===== src/rtl/mux_gate_pkg.sv =====
// Shared definitions for the mux-built logic unit.
//   op_e : 3-bit operation select (AND, OR, XOR, NAND, NOR, XNOR, PASS A, NOT A)
//   LUT  : per-op 4-entry truth table, indexed by {a,b}
//   OP_W : width of the op select / op tag
package mux_gate_pkg;

    localparam int unsigned OP_W = 3;

    typedef enum logic [OP_W-1:0] {
        OP_AND  = 3'b000,
        OP_OR   = 3'b001,
        OP_XOR  = 3'b010,
        OP_NAND = 3'b011,
        OP_NOR  = 3'b100,
        OP_XNOR = 3'b101,
        OP_PASS = 3'b110,
        OP_NOTA = 3'b111
    } op_e;

    // Bit k of each entry is the result for {a,b} == k.
    localparam logic [3:0] LUT [0:7] = '{
        4'b1000,  // AND
        4'b1110,  // OR
        4'b0110,  // XOR
        4'b0111,  // NAND
        4'b0001,  // NOR
        4'b1001,  // XNOR
        4'b1100,  // PASS A
        4'b0011   // NOT A
    };

endpackage


===== src/rtl/mux_gate_cell.sv =====
// One-bit gate built purely from 2:1 multiplexers.
//   a, b : operand bits
//   lut  : truth table, lut[{a,b}] is the result
//   y    : selected truth-table bit
// The first rank of two muxes selects on b, the final mux selects on a.
module mux_gate_cell (
    input  logic       a,
    input  logic       b,
    input  logic [3:0] lut,
    output logic       y
);

    logic m_a0;
    logic m_a1;

    assign m_a0 = b ? lut[1] : lut[0];
    assign m_a1 = b ? lut[3] : lut[2];
    assign y    = a ? m_a1 : m_a0;

endmodule


===== src/rtl/mux_gate_alu.sv =====
// WIDTH-bit bitwise logic unit feeding a FIFO_DEPTH-entry result queue.
//   clk, rst_n          : clock, asynchronous active-low reset
//   in_valid / in_ready : operand handshake (in_ready is low only when the queue is full)
//   in_a, in_b, in_op   : operands and op select, sampled on accepted beats
//   out_valid/out_ready : result handshake at the queue head
//   out_y, out_op       : head result and its op tag, forced to zero while empty
//   result_cnt          : saturating pop counter, present only when
//                         MUX_GATE_ALU_RESULT_CNT_EN is defined
module mux_gate_alu
    import mux_gate_pkg::*;
#(
    parameter int unsigned WIDTH      = 8,
    parameter int unsigned FIFO_DEPTH = 4
) (
    input  logic             clk,
    input  logic             rst_n,
    input  logic             in_valid,
    output logic             in_ready,
    input  logic [WIDTH-1:0] in_a,
    input  logic [WIDTH-1:0] in_b,
    input  logic [OP_W-1:0]  in_op,
    output logic             out_valid,
    input  logic             out_ready,
    output logic [WIDTH-1:0] out_y,
`ifdef MUX_GATE_ALU_RESULT_CNT_EN
    output logic [15:0]      result_cnt,
`endif
    output logic [OP_W-1:0]  out_op
);

    localparam int unsigned PTR_W = $clog2(FIFO_DEPTH);
    localparam int unsigned CNT_W = PTR_W + 1;

    logic [WIDTH-1:0] y_comb;
    logic [3:0]       lut_sel;

    logic [WIDTH-1:0] mem_y  [FIFO_DEPTH];
    logic [OP_W-1:0]  mem_op [FIFO_DEPTH];

    logic [PTR_W-1:0] wr_ptr_q, wr_ptr_d;
    logic [PTR_W-1:0] rd_ptr_q, rd_ptr_d;
    logic [CNT_W-1:0] count_q, count_d;

    logic push;
    logic pop;

    assign lut_sel = LUT[in_op];

    for (genvar i = 0; i < WIDTH; i++) begin : g_cell
        mux_gate_cell u_cell (
            .a   (in_a[i]),
            .b   (in_b[i]),
            .lut (lut_sel),
            .y   (y_comb[i])
        );
    end

    // in_ready depends on count only, so a full queue never accepts even if popping.
    assign in_ready  = (count_q != CNT_W'(FIFO_DEPTH));
    assign out_valid = (count_q != '0);
    assign push      = in_valid && in_ready;
    assign pop       = out_valid && out_ready;

    assign out_y  = out_valid ? mem_y[rd_ptr_q]  : '0;
    assign out_op = out_valid ? mem_op[rd_ptr_q] : '0;

    always_comb begin
        wr_ptr_d = wr_ptr_q;
        rd_ptr_d = rd_ptr_q;
        count_d  = count_q;
        // Power-of-two depth: pointer overflow is the modulo wrap.
        if (push) wr_ptr_d = wr_ptr_q + PTR_W'(1);
        if (pop)  rd_ptr_d = rd_ptr_q + PTR_W'(1);
        unique case ({push, pop})
            2'b10:   count_d = count_q + CNT_W'(1);
            2'b01:   count_d = count_q - CNT_W'(1);
            default: count_d = count_q;
        endcase
    end

    always_ff @(posedge clk or negedge rst_n) begin
        if (!rst_n) begin
            wr_ptr_q <= '0;
            rd_ptr_q <= '0;
            count_q  <= '0;
        end else begin
            wr_ptr_q <= wr_ptr_d;
            rd_ptr_q <= rd_ptr_d;
            count_q  <= count_d;
        end
    end

    // Storage needs no reset: the head is masked while the queue is empty.
    always_ff @(posedge clk) begin
        if (push) begin
            mem_y[wr_ptr_q]  <= y_comb;
            mem_op[wr_ptr_q] <= in_op;
        end
    end

`ifdef MUX_GATE_ALU_RESULT_CNT_EN
    logic [15:0] result_cnt_q;

    always_ff @(posedge clk or negedge rst_n) begin
        if (!rst_n) begin
            result_cnt_q <= '0;
        end else if (pop && (result_cnt_q != 16'hFFFF)) begin
            result_cnt_q <= result_cnt_q + 16'd1;
        end
    end

    assign result_cnt = result_cnt_q;
`endif

endmodule

===== config.mk =====
export PLATFORM = sky130hd
export DESIGN_NAME = mux_gate_alu
export DESIGN_NICKNAME = d
export VERILOG_FILES = /design/src/rtl/mux_gate_pkg.sv /design/src/rtl/mux_gate_cell.sv /design/src/rtl/mux_gate_alu.sv
export SDC_FILE = /design/constraint.sdc
export NUM_CORES = 1
export LEC_CHECK = 0
export ABC_AREA = 1
export CORE_MARGIN = 3
export CORE_UTILIZATION = 50
export DETAILED_ROUTE_END_ITERATION = 8
export HOLD_SLACK_MARGIN = 0.15
export PLACE_DENSITY_LB_ADDON = 0.12
export SYNTH_ARGS = -nofsm -noshare
export SYNTH_HDL_FRONTEND = slang
export SYNTH_SLANG_ARGS = --single-unit

===== constraint.sdc =====
create_clock -name clk -period 1.5 [get_ports clk]
set_input_delay 0.45 -clock clk [delete_from_list [all_inputs] [get_ports clk]]
set_output_delay 0.45 -clock clk [all_outputs]
set_load 0.02 [all_outputs]

==> impl_metrics.json, run 1 <==
{
  "clock_sinks": 51,
  "p_per_area_mw_per_mm2": 1801,
  "crit_chain": "buf_12 > nand2_1 > nand3_2 > a21oi_2 > buf_4",
  "vias_per_cell": 4.985,
  "grt_max_degree": 24,
  "crit_fanout": 16,
  "worstMarginPinSlew_ns": 0.3530,
  "crit_arrival_ns": 1.43,
  "hold_viol": 0,
  "cts_buffers": 5,
  "hold_buffers": 0,
  "fin_cells": 454,
  "fin_crit_ns": 1.879,
  "die_y_um": 81.65,
  "period_share_pct": 125.2,
  "ir_drop_mv": 1.049,
  "p_clk_share_pct": 13.5,
  "synth_compound_area_share_pct": 3.717,
  "grt_pass1_vias": 2171,
  "max_freq_ghz": 0.5323,
  "worst_ep_required_time_ns": 1.05,
  "clock_skew_ns": 0.005202,
  "yosys_warnings": 0,
  "grt_usage_pct": 21.25,
  "synth.area.top_cells": "edfxtp_1 46%, nand3_1 11%, inv_1 9.8%",
  "place_inst": 436,
  "start_kind": "flop",
  "synth_top_family_by_area": "simple AND/OR/NAND/NOR gates",
  "syn_nets": 348,
  "slew_viol_final": 0,
  "ys_seq_area_share_pct": 52.30,
  "synthSimpleGateAreaFrac_pct": 26.63,
  "wire_per_inst_um": 14.12,
  "rr_worst_depth": 11,
  "wirelength_um": 6411,
  "synth_seq_cells": 51,
  "initial_core_util_pct": 53.96,
  "antenna_found_initial": 0,
  "syn_area_sq_mm": 0.002861,
  "yosys.area.top_type": "edfxtp_1",
  "drcViolationCount": 0,
  "netlist_instances": 317,
  "clk_pin_slew_ns": 0.08,
  "hpwlAfterDp_um": 4397,
  "synth-xor-area-share_pct": 0.6122,
  "grt_pass1_wl_um": 10560,
  "clk_latency_ns": 0.30,
  "endpoint_kind": "output port",
  "synthDistinctLibCells": 20,
  "grt_setup_unrepaired": "true",
  "cp_slowest_cell": "dfrtp_2",
  "pre_cts_slack_ns": -0.6226,
  "overflow": 0,
  "ioPinCount": 36,
  "intPower_w": 0.004127,
  "p_switching_w": 0.002705,
  "pwr-share-seq_pct": 30.3,
  "combPwrFrac_pct": 56.2,
  "drive_gt1_share_pct": 31.25,
  "p_leak_nw": 1.786,
  "core.rowCount": 26,
  "place.gp.congestion": 0.8544,
  "setup_viol": 15,
  "hp-class": "in -> async",
  "numPortBuffers": 35,
  "relSlewSlack_pct": 76.39,
  "vias": 2263,
  "fillers": 416,
  "switching_share_pct": 39.59,
  "outcome": "finished, violations left",
  "fp.dieW_um": 81.65,
  "cts-root-buf": "clkbuf_8",
  "diodes": 0,
  "synth_top_area_share_pct": 46.17,
  "register_area_sq_mm": 0.001498,
  "syn_avg_cell_area_sq_um": 9.027,
  "slowest_delay_ns": 0.46,
  "violations": "negative setup slack",
  "first_pass_iters": 4,
  "nets": 414,
  "maxCapViolCount": 0,
  "crit_type": "reg -> out",
  "muxShareOfSynthArea_pct": 0,
  "multiInputGateArea_sq_mm": 0.001134,
  "cts-htree-levels": 2,
  "fin_ws_ns": -0.3786,
  "clock_path_buffers": 2,
  "ant_nets": 0,
  "area_growth_pct": 32.53,
  "synth_adder_area_share_pct": 3.760,
  "coreArea_sq_mm": 0.005303,
  "dieArea_sq_mm": 0.006667,
  "drt-initial-drc-count": 179,
  "cts_tree": "done"
}
[power groups by stage]
stage | registers [W] | clock network, W | logic [W]
2_1_floorplan | 0.00207 | 0 | 0.00222
3_3_place_gp | 0.00208 | 0 | 0.00346
3_5_place_dp | 0.00209 | 0 | 0.00353
4_1_cts | 0.00207 | 0.000934 | 0.00364
5_1_grt | 0.00210 | 0.000999 | 0.00420
6_report | 0.00207 | 0.000921 | 0.00384
[routing by layer]
| layer | share of wire [%] | track usage (%) |
|---|---|---|
| met4 | 1.1 | 3.821 |
| met5 | 0 | 0 |
| met3 | 6.4 | 3.838 |
| met2 | 48 | 36.48 |
| met1 | 45 | 28.59 |
[worst max-delay path, delay by kind of cell (launching register included)]
family | cells | cell delay [ns]
buffers and inverters | 2 | 0.33
flip-flops | 1 | 0.46
AO/OA/AOI/OAI | 1 | 0.15
AND/OR/NAND/NOR | 2 | 0.19
[cell usage in the layout (no fill, tap or decap), drive strengths merged]
master / n
xnor2: 2
clkbuf: 8
a21oi: 11
buf: 45
nand2: 74
bufinv: 1
inv: 80
edfxtp: 44
nand3: 76
nand4: 1
dfrtp: 7
o21ai: 2
dlygate4sd2: 4
fa: 1
ha: 7
nor2: 4
clkdlybuf4s50: 17
[through the flow]
| step | power [W] | hold WS, ns | util (%) | cell area, sq um | TNS (ns) |
|---|---|---|---|---|---|
| after detailed placement | 0.005625 | 0.5061 | 65.79 | 3488 | -41.35 |
| after CTS | 0.006636 | 0.4217 | 69.28 | 3674 | -4.158 |
| after global placement | 0.005542 | 0.4852 | 65.79 | 3488 | -40.26 |
| final | 0.006832 | 0.4161 | 71.52 | 3792 | -4.002 |
| after floorplan | 0.004290 | 0.1544 | - | 2904 | -1.684 |
| after global routing | 0.007303 | 0.4293 | 71.52 | 3792 | -5.183 |
[synth_stat cells]
| cell type | n |
|---|---|
| ha_1 | 7 |
| nand4_1 | 1 |
| a21oi_2 | 11 |
| nand2_2 | 11 |
| nor2_1 | 4 |
| dfrtp_1 | 7 |
| inv_1 | 75 |
| nand3_2 | 11 |
| fa_1 | 1 |
| buf_2 | 1 |
| nand2_1 | 63 |
| edfxtp_1 | 44 |
| buf_4 | 4 |
| buf_6 | 3 |
| o21ai_1 | 1 |
| o21ai_0 | 1 |
| inv_4 | 1 |
| inv_2 | 4 |
| xnor2_1 | 2 |
| nand3_1 | 65 |
[state kept, by name (all words and copies together), names as in the netlist]
name	count
count_q	3
rd_ptr_q	2
wr_ptr_q	2
mem_op	12
mem_y	32
[kinds of logic after synthesis]
| logic type | count (synthesis) |
|---|---|
| AND/OR/NAND/NOR | 155 |
| XOR/XNOR | 2 |
| AO/OA/AOI/OAI | 13 |
| flip-flops | 51 |
| buffers and inverters | 88 |
| adder cells (fa/ha/maj) | 8 |
[worst paths after layout]
| path | start | end | slack [ns] |
|---|---|---|---|
| max | rd_ptr_q[0]$_DFFE_PN0P_ | out_y[0] | -0.38 |
| min | rst_n | count_q[2]$_DFFE_PN0P_ | 0.42 |
| max reg2reg | count_q[1]$_DFFE_PN0P_ | count_q[2]$_DFFE_PN0P_ | -0.16 |
| min reg2reg | wr_ptr_q[1]$_DFFE_PN0P_ | wr_ptr_q[1]$_DFFE_PN0P_ | 0.54 |
| max in group asynchronous | rst_n | rd_ptr_q[0]$_DFFE_PN0P_ | 0.80 |
| min in group clk | wr_ptr_q[1]$_DFFE_PN0P_ | wr_ptr_q[1]$_DFFE_PN0P_ | 0.54 |
[timing repair]
item,4_1_cts,5_1_grt
gates resized for setup,98,27
gates cloned,1,2
setup endpoints to repair,91,91
buffers inserted,3,4
pin swaps,3,3
[final cells by class]
| class | instances | share of cell area [%] |
|---|---|---|
| tap | 70 | 2.309 |
| clock inverter | 1 | 0.7918 |
| timing repair buffer | 67 | 17.26 |
| sequential | 51 | 39.49 |
| clock buffer | 7 | 2.013 |
| inverter | 80 | 8.248 |
| multi-input combinational | 178 | 29.89 |
(Power assumes the default switching activity.)
==> run 2: changes to the inputs <==
--- a/config.mk
+++ b/config.mk
@@ -9,6 +9,7 @@
 export CORE_MARGIN = 3
 export CORE_UTILIZATION = 50
 export DETAILED_ROUTE_END_ITERATION = 8
+export GPL_TIMING_DRIVEN = 0
 export HOLD_SLACK_MARGIN = 0.15
 export PLACE_DENSITY_LB_ADDON = 0.12
 export SYNTH_ARGS = -nofsm -noshare
==> impl_metrics.json, run 2 (same netlist as run 1, synthesis figures left out) <==
{
  "worstMarginPinSlew_ns": 0.3768,
  "crit_arrival_ns": 1.46,
  "p_per_area_mw_per_mm2": 1859,
  "fin_ws_ns": -0.4117,
  "worst_ep_required_time_ns": 1.05,
  "vias": 2301,
  "ioPinCount": 36,
  "core.rowCount": 26,
  "vias_per_cell": 5.057,
  "largest_reg_flops": 32,
  "relSlewSlack_pct": 74.80,
  "r2r_slack_ns": -0.23,
  "place.gp.congestion": 0.8248,
  "ir_drop_mv": 1.295,
  "area_growth_pct": 34.50,
  "pre_cts_slack_ns": -0.9428,
  "crit_end": "out_y[7]",
  "grt_usage_pct": 22.40,
  "clock_sinks": 51,
  "crit_top_cell": "buf_6",
  "clock_path_buffers": 2,
  "r2r_end": "count_q[2]$_DFFE_PN0P_",
  "hp-class": "in -> async",
  "die_y_um": 81.65,
  "violations": "negative setup slack",
  "rr_worst_depth": 12,
  "fin_crit_ns": 1.912,
  "worst-path-buf-inv": 3,
  "diodes": 0,
  "p_leak_nw": 1.804,
  "cts_tree": "done",
  "cp.depth": 6,
  "clk_latency_ns": 0.31,
  "crit_start": "rd_ptr_q[0]$_DFFE_PN0P_",
  "grt_max_degree": 16,
  "largest_register": "mem_y",
  "crit_chain": "buf_6 > buf_6 > nand2_1 > nand3_2 > a21oi_2 > buf_6",
  "cts-htree-levels": 2,
  "nets": 415,
  "grt_pass1_vias": 2276,
  "crit_fanout": 10,
  "slew_viol_final": 0,
  "first_pass_iters": 4,
  "cp_slowest_cell": "dfrtp_1",
  "final_cell_mix": "72 x inv_1, 57 x nand3_1, 47 x nand2_1",
  "crit_type": "reg -> out",
  "initial_core_util_pct": 53.96,
  "final_common_cell": "inv_1",
  "wire_per_inst_um": 14.76,
  "grt_pass1_wl_um": 10880,
  "cp_top_family": "buffers and inverters",
  "cts_buffers": 5,
  "final_util_pct": 72.58,
  "antenna_found_initial": 0,
  "clock_skew_ns": 0.008848,
  "fin_cells": 455,
  "hold_viol": 0,
  "grt_setup_unrepaired": "true",
  "hold_slack_ns": 0.4172,
  "setup_viol": 15,
  "maxCapViolCount": 0,
  "dieArea_sq_mm": 0.006667,
  "drt-initial-drc-count": 147,
  "timing.rr.start": "count_q[1]$_DFFE_PN0P_",
  "numPortBuffers": 35,
  "cts-root-buf": "clkbuf_8",
  "hpwlAfterDp_um": 4209,
  "period_share_pct": 127.4,
  "biggestRegsByFlops": "mem_y: 32 flops, mem_op: 12 flops, count_q: 3 flops",
  "coreArea_sq_mm": 0.005303,
  "wirelength_um": 6715,
  "start_kind": "flop",
  "drive_gt1_share_pct": 33.51,
  "clk_pin_slew_ns": 0.10,
  "endpoint_kind": "output port",
  "drcViolationCount": 0,
  "max_freq_ghz": 0.5231,
  "overflow": 0,
  "place_inst": 422,
  "final.setup.tns_ns": -4.672,
  "fp.dieW_um": 81.65,
  "ant_nets": 0,
  "outcome": "finished, violations left",
  "slowest_delay_ns": 0.39
}
## run 2: routing by layer
metal	share of wire, %	vias up	GRT usage (%)
met4	1.7	0	6.478
met1	42	1061	27.85
met3	4.7	12	4.386
met2	51	76	39.58
met5	0	-	0
li1	-	1152	-
## run 2: final cells by class
class                   instances  area [sq um]
plain buffers                   8         106.4
clock buffers                   6         72.57
clock inverters                 2         12.51
fillers                       389          1454
inverters                      80         307.8
multi-input cells             178          1161
flip-flops and latches         51          1498
well taps                      70         87.58
repair buffers                 60         603.1
## run 2: worst register-to-register path: cells and delay by family (launching register included)
family	cells	cell delay [ns]
simple gates	6	0.48
flops	1	0.41
buf+inv	4	0.32
fa+ha+maj	2	0.47
## run 2: worst min path at each step
stage,from,depth (start not counted),to,slack (ns)
2_1_floorplan,rst_n,0,count_q[0]$_DFFE_PN0P_,0.15
3_3_place_gp,count_q[0]$_DFFE_PN0P_,1,count_q[0]$_DFFE_PN0P_,0.48
3_5_place_dp,count_q[0]$_DFFE_PN0P_,1,count_q[0]$_DFFE_PN0P_,0.48
4_1_cts,rst_n,1,rd_ptr_q[0]$_DFFE_PN0P_,0.43
5_1_grt,rst_n,1,rd_ptr_q[0]$_DFFE_PN0P_,0.43
6_report,rst_n,1,rd_ptr_q[0]$_DFFE_PN0P_,0.42
## run 2: power breakdown
group	total [W]	leakage [nW]	switching, W	internal, W
combinational	0.00433	1.28	0.00233	0.00200
clock	0.000768	0.0412	0.000441	0.000327
sequential	0.00206	0.488	0.000136	0.00192
total	0.00715	1.80	0.00291	0.00425
## run 2: metrics by stage
stage | power, W | instance area, sq um
floorplan | 0.004290 | 2904
global placement | 0.005324 | 3342
detailed placement | 0.005411 | 3342
CTS | 0.006813 | 3725
global route | 0.007618 | 3849
finish | 0.007154 | 3849
## run 2: timing repair
action | CTS | global route
resized for setup | 119 | 20
hold buffers | 0 | 0
gates cloned | 1 | 1
setup buffers | 18 | 6
endpoints found under the setup margin | 91 | 91
pin swaps | 12 | 4
